`config.mk`:
```
export PLATFORM = sky130hd
export DESIGN_NAME = mux_scan_hex_flat
export DESIGN_NICKNAME = d
export VERILOG_FILES = /design/src/rtl/mux_scan_hex_if.sv /design/src/rtl/mux_scan_hex.sv /design/src/flat_wrapper.sv
export SDC_FILE = /design/constraint.sdc
export NUM_CORES = 1
export LEC_CHECK = 0
export CAP_MARGIN = 10
export CELL_PAD_IN_SITES_DETAIL_PLACEMENT = 2
export CELL_PAD_IN_SITES_GLOBAL_PLACEMENT = 2
export CORE_UTILIZATION = 27
export DETAILED_ROUTE_END_ITERATION = 8
export PLACE_DENSITY_LB_ADDON = 0.1
export SETUP_SLACK_MARGIN = 0.05
export SLEW_MARGIN = 25
export SYNTH_ARGS = -nofsm -noshare
export SYNTH_HDL_FRONTEND = slang
export SYNTH_SLANG_ARGS = --single-unit
```
`constraint.sdc`:
```
create_clock -name clk -period 2.95 [get_ports clk]
set_input_delay 0.295 -clock clk [delete_from_list [all_inputs] [get_ports clk]]
set_output_delay 0.295 -clock clk [all_outputs]
set_load 0.02 [all_outputs]
```
`src/rtl/mux_scan_hex_if.sv`:
```
// rtl/mux_scan_hex_if.sv - channel data, control and display bundle for mux_scan_hex
interface mux_scan_hex_if #(
  parameter int N_CH  = 4,
  parameter int W     = 4,
  parameter int SEL_W = $clog2(N_CH)
);
  logic [N_CH*W-1:0] data_in;
  logic [SEL_W-1:0]  sel;
  logic [1:0]        mode;
  logic [W-1:0]      mux_out;
  logic [SEL_W-1:0]  ch_idx;
  logic [7:0]        hex;
  logic              tick;

  modport master (
    output data_in, sel, mode,
    input  mux_out, ch_idx, hex, tick
  );

  modport slave (
    input  data_in, sel, mode,
    output mux_out, ch_idx, hex, tick
  );
endinterface

```
`src/rtl/mux_scan_hex.sv`:
```
// rtl/mux_scan_hex.sv - N-channel muxer with auto-scan, freeze and XOR modes driving a 7-seg digit
module mux_scan_hex #(
  parameter int N_CH  = 4,
  parameter int W     = 4,
  parameter int DWELL = 8
) (
  input  logic           clk,
  input  logic           rst_n,
  mux_scan_hex_if.slave  bus
);
  localparam int SEL_W = $clog2(N_CH);
  localparam int CNT_W = (DWELL > 1) ? $clog2(DWELL) : 1;

  typedef enum logic [1:0] {
    MODE_MANUAL = 2'b00,
    MODE_SCAN   = 2'b01,
    MODE_FREEZE = 2'b10,
    MODE_XOR    = 2'b11
  } mode_e;

  mode_e             mode;
  logic [W-1:0]      ch [N_CH];
  logic [W-1:0]      xor_all;
  logic [SEL_W-1:0]  sel_clamped;
  logic [SEL_W-1:0]  idx_next_wrap;
  logic [3:0]        nibble;

  logic [W-1:0]      mux_out_q, mux_out_d;
  logic [SEL_W-1:0]  ch_idx_q,  ch_idx_d;
  logic [CNT_W-1:0]  cnt_q,     cnt_d;
  logic [7:0]        hex_q,     hex_d;
  logic              tick_q,    tick_d;

  assign mode = mode_e'(bus.mode);

  for (genvar k = 0; k < N_CH; k++) begin : g_ch
    assign ch[k] = bus.data_in[k*W +: W];
  end

  // Active-low gfedcba patterns for hex digits 0..F.
  function automatic logic [6:0] seg7(input logic [3:0] v);
    logic [6:0] s;
    case (v)
      4'h0: s = 7'h40;
      4'h1: s = 7'h79;
      4'h2: s = 7'h24;
      4'h3: s = 7'h30;
      4'h4: s = 7'h19;
      4'h5: s = 7'h12;
      4'h6: s = 7'h02;
      4'h7: s = 7'h78;
      4'h8: s = 7'h00;
      4'h9: s = 7'h10;
      4'hA: s = 7'h08;
      4'hB: s = 7'h03;
      4'hC: s = 7'h46;
      4'hD: s = 7'h21;
      4'hE: s = 7'h06;
      default: s = 7'h0E;
    endcase
    return s;
  endfunction

  always_comb begin
    xor_all = '0;
    for (int k = 0; k < N_CH; k++) begin
      xor_all = xor_all ^ ch[k];
    end
  end

  // Out-of-range selects (only possible when N_CH is not a power of two) pin to the last channel.
  always_comb begin
    sel_clamped = bus.sel;
    if ({1'b0, bus.sel} >= (SEL_W+1)'(N_CH)) begin
      sel_clamped = SEL_W'(N_CH - 1);
    end
  end

  always_comb begin
    idx_next_wrap = ch_idx_q + SEL_W'(1);
    if (ch_idx_q == SEL_W'(N_CH - 1)) begin
      idx_next_wrap = '0;
    end
  end

  always_comb begin
    mux_out_d = mux_out_q;
    ch_idx_d  = ch_idx_q;
    cnt_d     = '0;
    tick_d    = 1'b0;

    case (mode)
      MODE_MANUAL: begin
        ch_idx_d  = sel_clamped;
        mux_out_d = ch[sel_clamped];
      end
      MODE_SCAN: begin
        if (cnt_q == CNT_W'(DWELL - 1)) begin
          ch_idx_d = idx_next_wrap;
          tick_d   = 1'b1;
        end else begin
          cnt_d = cnt_q + CNT_W'(1);
        end
        mux_out_d = ch[ch_idx_d];
      end
      MODE_XOR: begin
        mux_out_d = xor_all;
      end
      default: begin
        // FREEZE: everything shown holds.
      end
    endcase
  end

  always_comb begin
    nibble = '0;
    for (int b = 0; b < 4; b++) begin
      if (b < W) begin
        nibble[b] = mux_out_d[b];
      end
    end
  end

  always_comb begin
    hex_d = {1'b1, seg7(nibble)};
    if (mode == MODE_FREEZE) begin
      hex_d = {1'b0, hex_q[6:0]};
    end
  end

  always_ff @(posedge clk) begin
    if (!rst_n) begin
      mux_out_q <= '0;
      ch_idx_q  <= '0;
      cnt_q     <= '0;
      hex_q     <= 8'hC0;
      tick_q    <= 1'b0;
    end else begin
      mux_out_q <= mux_out_d;
      ch_idx_q  <= ch_idx_d;
      cnt_q     <= cnt_d;
      hex_q     <= hex_d;
      tick_q    <= tick_d;
    end
  end

  assign bus.mux_out = mux_out_q;
  assign bus.ch_idx  = ch_idx_q;
  assign bus.hex     = hex_q;
  assign bus.tick    = tick_q;
endmodule

```
`src/flat_wrapper.sv`:
```
// flat-port wrapper written by rule: the top's interface ports become plain ports
module mux_scan_hex_flat 
#(
  parameter int N_CH  = 4,
  parameter int W     = 4,
  parameter int DWELL = 8
)
  (clk, rst_n, bus_data_in, bus_sel, bus_mode, bus_mux_out, bus_ch_idx, bus_hex, bus_tick);
  mux_scan_hex_if #(.N_CH(N_CH), .W(W)) bus_i ();
  input  logic clk;
  input  logic rst_n;
  input wire logic [$bits(bus_i.data_in)-1:0] bus_data_in;
  input wire logic [$bits(bus_i.sel)-1:0] bus_sel;
  input wire logic [$bits(bus_i.mode)-1:0] bus_mode;
  output wire logic [$bits(bus_i.mux_out)-1:0] bus_mux_out;
  output wire logic [$bits(bus_i.ch_idx)-1:0] bus_ch_idx;
  output wire logic [$bits(bus_i.hex)-1:0] bus_hex;
  output wire logic [$bits(bus_i.tick)-1:0] bus_tick;
  assign bus_i.data_in = bus_data_in;
  assign bus_i.sel = bus_sel;
  assign bus_i.mode = bus_mode;
  assign bus_mux_out = bus_i.mux_out;
  assign bus_ch_idx = bus_i.ch_idx;
  assign bus_hex = bus_i.hex;
  assign bus_tick = bus_i.tick;
  mux_scan_hex #(.N_CH(N_CH), .W(W), .DWELL(DWELL)) u_core (.clk(clk), .rst_n(rst_n), .bus(bus_i));
endmodule
```
Word level (Yosys, flattened, before mapping):

Memories as Yosys holds them, arrays and structs flattened.
Index checks and enable logic that the tools add are counted.

* flip-flop bits (word level): 18
* ROM bits: 112
* bits of input ports: 22
* output and inout port bits: 15
* logic and storage cells: 40
* memories kept: 1

Memories
* (no name shown): depth 16, bits a word 7, rd ports 1, clocked after Yosys merged registers in 0, write ports 0, line mux_scan_hex.sv:43 `case (v)`

* add/subtract/negate cells: 2
* order comparisons: 2
* eq/ne operators: 5
* mux-type cells: 13
* bitwise gates (word level): 7
* reductions and logical operators: 4

Operators by type and width (count)
* binary-select mux 4 bit (select 2 bit): 2
* 2-to-1 mux 4 bit: 4
* case mux 4 bit (3 select lines): 1
* XOR 4 bit: 3
* 2-to-1 mux 8 bit: 1
* equality test 2 bit, second input constant: 3
* greater-or-equal comparator 3 bit, second input constant: 2
* 2-to-1 mux 2 bit: 3
* inverter 2 -> 3 bit: 2
* case mux 2 bit (2 select lines): 1
* adder 3 x 1 -> 3 bit, second input constant: 1
* equality test 3 bit, second input constant: 1
* OR reduction 3 bit: 1
* adder 2 x 1 -> 2 bit, second input constant: 1
* equality test 2 x 1 -> 1 bit, second input constant: 1
* logical NOT 2 bit: 1
* inverter 1 bit: 2
* AND reduction 2 bit: 1
* nonzero test 2 bit: 1
* 2-to-1 mux 1 bit: 1

Depth between registers and ports, before layout:

Gate-level depths: netlist (run 1).
An unclocked memory read counts as a cell.

* depth in word-level cells: 11
* gate-level depth with buffers: 12
* gate-level depth less buffers: 11

Least setup slack after synthesis (run 1):

No wires, ideal clock.

* kind: reg-to-reg
* start point: register u_core.cnt_q[0]
* end point: register u_core.hex_q[5], in the netlist u_core.bus.hex[5]
* data arrival time: 2.848 ns
* required time: 2.881 ns
* slack: 0.033 ns
* stages on the path, launching flop included: 12
* cells stage by stage: dfxtp_1 -> ha_1 -> ha_1 -> buf_6 -> or3b_1 -> nand2_1 -> mux4_1 -> a21oi_2 -> ha_1 -> inv_1 -> o41a_1 -> o21ai_1

* word-level cells in the longest chain between the ends: 9

RTL lines
* start: declaration: line mux_scan_hex.sv:30 `logic [CNT_W-1:0] cnt_q, cnt_d;`
* start signal: assignment: line mux_scan_hex.sv:141 `cnt_q <= cnt_d;`
* equality test 3 bit: line mux_scan_hex.sv:98 `if (cnt_q == CNT_W'(DWELL - 1)) begin`
* 2-to-1 mux 2 bit: line mux_scan_hex.sv:98
* 2-to-1 mux 2 bit: line mux_scan_hex.sv:92 `case (mode)`
* inverter 2 -> 3 bit (implied by the code): line mux_scan_hex.sv:104 `mux_out_d = ch[ch_idx_d];`
* binary-select mux 4 bit (select 2 bit): line mux_scan_hex.sv:104
* 2-to-1 mux 4 bit (implied by the code) (2 in series): line mux_scan_hex.sv:104
* case mux 4 bit (3 select lines): line mux_scan_hex.sv:92
* memory (16 x 7 bit)
* end signal: assignment: line mux_scan_hex.sv:136 `hex_q <= 8'hC0;`
* end signal: assignment: line mux_scan_hex.sv:142 `hex_q <= hex_d;`
* end: declaration: line mux_scan_hex.sv:31 `logic [7:0] hex_q, hex_d;`

No other way between the ends. The select of a mux whose other input is x is not followed.
A chain may end at the register's enable or synchronous reset.

Worst setup path after layout (run 1):

* start point: register u_core.cnt_q[0]
* end point: register u_core.hex_q[0], in the netlist u_core.bus.hex[0]

Same word-level chain as after synthesis.

==> results of run 1 <==
## worst max-delay path, stage by stage, from the launching register on
cell and delay [ns]:
dfxtp_2 0.36, ha_4 0.14, ha_4 0.12, or3b_4 0.40, nand2_4 0.10, mux4_2 0.53, a21oi_4 0.30, buf_6 0.15
ha_2 0.17, o31ai_2 0.09, a31o_2 0.27, a21oi_1 0.10
## synthesized netlist by cell type, types with 2 or more instances
cell type  instances
a21oi_1            6
mux2i_1           12
nor3b_1            2
and2_1             3
o21ai_0            9
xor2_1             2
buf_2              3
nor3_2             2
o22ai_1            3
buf_6              3
ha_1               9
nand2b_1           2
nand3_1            2
inv_1              5
o31ai_1            4
mux4_2             3
nor2b_1            7
nand2_1            9
dfxtp_1           18
nor2_1             5
mux2_2             2
o2bb2ai_1          2
xnor2_1           10
clkbuf_1           3
a21o_1             2
## final timing paths
check                                startpoint  depth (start not counted)  slack [ns]                 to
worst min register to register  u_core.cnt_q[0]                          1        0.45    u_core.cnt_q[0]
worst min-delay path            u_core.cnt_q[0]                          1        0.45    u_core.cnt_q[0]
worst max-delay path            u_core.cnt_q[0]                         11        0.16  u_core.bus.hex[0]
worst max register to register  u_core.cnt_q[0]                         11        0.16  u_core.bus.hex[0]
## metal layers
layer	wire length, µm	up-vias	share of wire [%]
li1	-	688	-
met5	0	-	0
met1	2270	698	46
met3	106	4	2.2
met4	26	0	0.53
met2	2490	16	51
## layout make-up
type / instances / area, µm² / area share, %
Sequential cell: 18 / 362 / 16.5
Inverter: 5 / 18.8 / 0.858
Tap cell: 70 / 87.6 / 4.00
Clock buffer: 4 / 55.1 / 2.52
Multi-Input combinational cell: 126 / 1140 / 52.2
Timing Repair Buffer: 57 / 522 / 23.9
## metrics by stage
stage                     instance area [µm²]  utilization, %  setup TNS, ns
after detailed placement                 2000            38.4         -0.156
after global routing                     2190            42.0              0
after CTS                                2070            39.8              0
final                                    2190            42.0              0
after global placement                   2000            38.4              0
after floorplan                          1500               -              0
## what timing repair did
action                     in CTS  in global routing
gates cloned                    0                  0
gates resized for setup         3                 16
setup endpoints to repair       5                  7
buffers inserted                2                  4
pin swaps                       1                  4
## power breakdown
| part | switching, mW | internal [mW] |
|---|---|---|
| combinational | 0.206 | 0.198 |
| sequential | 0.0141 | 0.267 |
| clock | 0.0945 | 0.119 |
## sequential cells by signal, summed over array words and instances, names as in the netlist
| name | flops |
|---|---|
| u_core.bus.hex | 8 |
| u_core.bus.mux_out | 4 |
| u_core.cnt_q | 3 |
| u_core.bus.ch_idx | 2 |
| u_core.bus.tick | 1 |
## cells by family (layout without fill, tap and decap cells)
group,after synthesis,in the layout
AO/OA/AOI/OAI,45,45
adder cells (fa/ha/maj),9,9
flip-flops,18,18
buffers and inverters,14,66
XOR/XNOR,12,12
multiplexers,20,20
AND/OR/NAND/NOR,40,40
==> run metrics, run 1 <==
Post-Synth XOR/XNOR Area 7.05%; worst slack, placed -0.0886 ns; worst slew pin tran 0.612 ns; Synth cell types 55; final slew viol count 0; Via Count 1406; Tot Pwr 0.898 mW; vias in the first global route 1567; Synth Area in Adders 7.55%; routability cong. 0.858; Remaining Overflow, GRT 0; vias per std cell 5.02; Synth Area in Compound Gates 22.4%; Critical Path Fanout Max 6; routing usage on met1 22.7%; maximum vdd drop 0.177 mV; IO buf count 36; clock sinks 18; Avg Cell Area, Syn 9.44 µm²; required time of the worst setup path 3.15 ns; Iteration-0 DRC Markers 39; post-synthesis sequential area ratio 24.2%; WL/cell 17.5 µm; CTS tree built; P&R area growth vs syn 46.6%; clk_lat worst skew 0.26 ns; Cell Pwr Density 411 nW/µm²; Post-synth ARST share 0%; Worst Hold Class reg -> reg; post-synthesis simple-gate area fraction 15.3%; met2 Resource Use GR 30.6%; Worst setup EP type flop; Net Count, Synth 189; clk slew on worst S/H paths 0.08 ns; die area 5820 µm²; Inst Count DP 270; dpl hpwl 3840 µm; ANT cells 0; nets 242; GRT Total Usage 17.5%; mux cell area share after synthesis 18.3%; Worst Setup Start Kind flop; CTS Hold Buffers Added 0; fill count 581; layout cell share with drive strength beyond 1 26.2%; first-pass GRT wire length 8130 µm; CP Data Arrival Time 2.99 ns; core area 5200 µm²; chip height 76.3 µm; Longest Clk Path Bufs 2; drt drc 0; Clock Tree Root clkbuf_8; Post-synth EDFFs 0; mapped cell area 1490 µm²; Final Hold Vio Count 0; fmax 359 MHz; initial core utilization 28.7%; Setup WS post-layout 0.162 ns; Slew HR 59.1%; initial antenna violation count 0; ANT nets after route 0; DRT Wirelength 4890 µm; final non-filler cell total 280; status finished, final reports clean; synth top area cells dfxtp_1 24%, mux2i_1 8.1%, ha_1 7.6%; Tmin final 2.79 ns; Crit Path Category reg -> reg; post-synth top area cell dfxtp_1; commonest non-fill, non-tap cell in the layout clkdlybuf4s50_1; RSZ-0062 raised after global routing no; GR met3 Demand/Resource 2.75%; Final period util 94.5%; setup violators final 0; Die X 76.3 µm; cell count after synthesis 158; Final Skew 0.00975 ns; largest family of logic cells by synthesized area compound AO/OA/AOI/OAI gates; Hold WS 0.451 ns; YS warnings 0; pin count of the biggest net entering global routing 20; CTS buffer count 3; Synth top area share 24.2%; commonest cells after routing, fill and taps aside 36 x clkdlybuf4s50_1, 20 x buf_4, 17 x dfxtp_1, 12 x mux2i_1, 10 x xnor2_1; drt pass-1 iters 4; number of top-level pins 37; top_reg_cell synth dfxtp_1; leakage power 0.863 nW; Yosys reg bits 18; Site Rows 26; MaxCap Viol Count 0; gr busiest metal met2; H-tree depth 1
Note: power is estimated with default switching activity, not from simulation.
==> run 2: changes to the inputs <==
- PLACE_DENSITY_LB_ADDON: 0.1 -> 0.15
==> run metrics, run 2 (synthesized netlist as in run 1, its figures left out) <==
max reg flops 8 (unchanged); Worst Hold Class reg -> reg; design area 2130 µm² (-2.5%); Die X 76.3 µm (unchanged); Clock Tree Root clkbuf_8; routability cong. 0.782 (-8.9%); CTS buffer count 3 (unchanged); clock sinks 18 (unchanged); CP top delay family compound AO/OA/AOI/OAI gates; vias per std cell 5.05 (+0.50%); clk slew on worst S/H paths 0.07 ns (about the same); Final Hold Vio Count 0 (unchanged); drt drc 0 (unchanged); Setup WS post-layout 0.194 ns (+0.0325 ns); commonest cells after routing, fill and taps aside 36 x clkdlybuf4s50_1, 18 x buf_4, 17 x dfxtp_1, 12 x mux2i_1, 10 x xnor2_1; MaxCap Viol Count 0 (unchanged); CP bufs+invs 2 (+1); Final Skew 0.00312 ns (-0.00662 ns); chip height 76.3 µm (unchanged); initial antenna violation count 0 (unchanged); Critical Path Fanout Max 5 (-1); Via Count 1403 (-0.21%); DRT Wirelength 4840 µm (-1.1%); H-tree depth 1 (unchanged); CP peak stage delay 0.53 ns (about the same); Area after DPL 1990 µm² (-0.38%); commonest non-fill, non-tap cell in the layout clkdlybuf4s50_1; Cell Pwr Density 409 nW/µm² (-0.30%); initial core utilization 28.7% (unchanged); Iteration-0 DRC Markers 21 (-46%); Longest Clk Path Bufs 2 (unchanged); worst slack, placed -0.0167 ns (+0.0719 ns); Final period util 93.4% (-1.1 points); IO buf count 36 (unchanged); RSZ-0062 raised after global routing no; Worst Setup Start Kind flop; P&R area growth vs syn 43.0%; die area 5820 µm² (unchanged); Remaining Overflow, GRT 0 (unchanged); Slowest-stage cell, CP mux4_2; dpl hpwl 3810 µm (-0.90%); crit-path cells ha_1, ha_2, or3b_4, nand2_2, mux4_2, a21oi_4, buf_6, ha_1, inv_2, o31ai_2, a22o_1; maximum vdd drop 0.358 mV (+100%); clk_lat worst skew 0.25 ns (about the same); layout cell share with drive strength beyond 1 24.5% (-1.7 points); drt pass-1 iters 4 (unchanged); pin count of the biggest net entering global routing 20 (unchanged); CP Data Arrival Time 2.90 ns (-0.09 ns); leakage power 0.859 nW (-0.54%); first-pass GRT wire length 8240 µm (+1.4%); final slew viol count 0 (unchanged); WL/cell 17.4 µm (-0.39%); Inst Count DP 269 (-0.37%); nets 240 (-0.83%); setup violators final 0 (unchanged); Slew HR 62.1% (+3.0 points); Crit Path Category reg -> reg; final non-filler cell total 278 (-0.71%); status finished, final reports clean; fmax 363 MHz (+1.2%); Worst setup EP type flop; GRT Total Usage 17.6% (+0.13 points); required time of the worst setup path 3.10 ns (-0.05 ns); Worst path most repeated cell ha_1; ANT nets after route 0 (unchanged); ANT cells 0 (unchanged); core area 5200 µm² (unchanged); vias in the first global route 1609 (+2.7%); number of top-level pins 37 (unchanged); worst slew pin tran 0.566 ns (-0.0454 ns); CTS tree built; Tmin final 2.76 ns (-0.0325 ns); Site Rows 26 (unchanged)
run 2: cell types whose count changed in the layout (fill, tap and decap cells not counted), sizes merged:
cell,before,now
buf,21,19
run 2: routing by layer:
layer	share of wire [%]	vias up	global-route usage (%)	wire length, µm
met5	0	-	0	0
met4	0.50	0	4.42	24
met3	3.6	2	2.99	175
met2	50	24	31.1	2440
met1	45	694	22.0	2200
li1	-	683	-	-
run 2: worst paths after layout:
path,start,end,slack [ns],depth (start not counted)
worst max-delay path,u_core.cnt_q[0],u_core.bus.hex[1],0.19,11
worst min-delay path,u_core.cnt_q[0],u_core.cnt_q[0],0.42,1
worst max register to register,u_core.cnt_q[0],u_core.bus.hex[1],0.19,11
worst min register to register,u_core.cnt_q[0],u_core.cnt_q[0],0.42,1
run 2: through the flow:
stage                     util, %  power [mW]  setup TNS [ns]  hold slack [ns]
after floorplan                 -       0.504               0            0.403
after global placement       38.3       0.639               0            0.412
after detailed placement     38.3       0.648         -0.0167            0.432
after CTS                    39.9       0.875               0            0.443
after global routing         41.0       0.933               0            0.442
final                        41.0       0.873               0            0.415
run 2: what timing repair did:
action | 4_1_cts | 5_1_grt
endpoints found under the hold margin | 0 | 0
pin swaps | 1 | 1
buffers inserted | 3 | 2
hold buffers | 0 | 0
resized for setup | 3 | 11
endpoints found under the setup margin | 3 | 7
run 2: area by class of cell:
| class | count | area [µm²] |
|---|---|---|
| clock buffers | 4 | 55.1 |
| well taps | 70 | 87.6 |
| multi-input cells | 126 | 1100 |
| inverters | 5 | 18.8 |
| fillers | 577 | 3070 |
| flip-flops and latches | 18 | 362 |
| repair buffers | 55 | 507 |
run 2: worst reg2reg max path, stage by stage, from the launching register on:
cell and delay (ns):
dfxtp_2 0.33, ha_1 0.15, ha_2 0.18, or3b_4 0.40, nand2_2 0.09, mux4_2 0.53, a21oi_4 0.25, buf_6 0.13
ha_1 0.22, inv_2 0.07, o31ai_2 0.07, a22o_1 0.23
run 2: where the power goes:
| part | switching (mW) | leakage [nW] | total, mW | internal [mW] |
|---|---|---|---|---|
| Clock | 0.0827 | 0.0288 | 0.201 | 0.118 |
| Sequential | 0.0144 | 0.149 | 0.281 | 0.267 |
| Combinational | 0.199 | 0.681 | 0.391 | 0.191 |
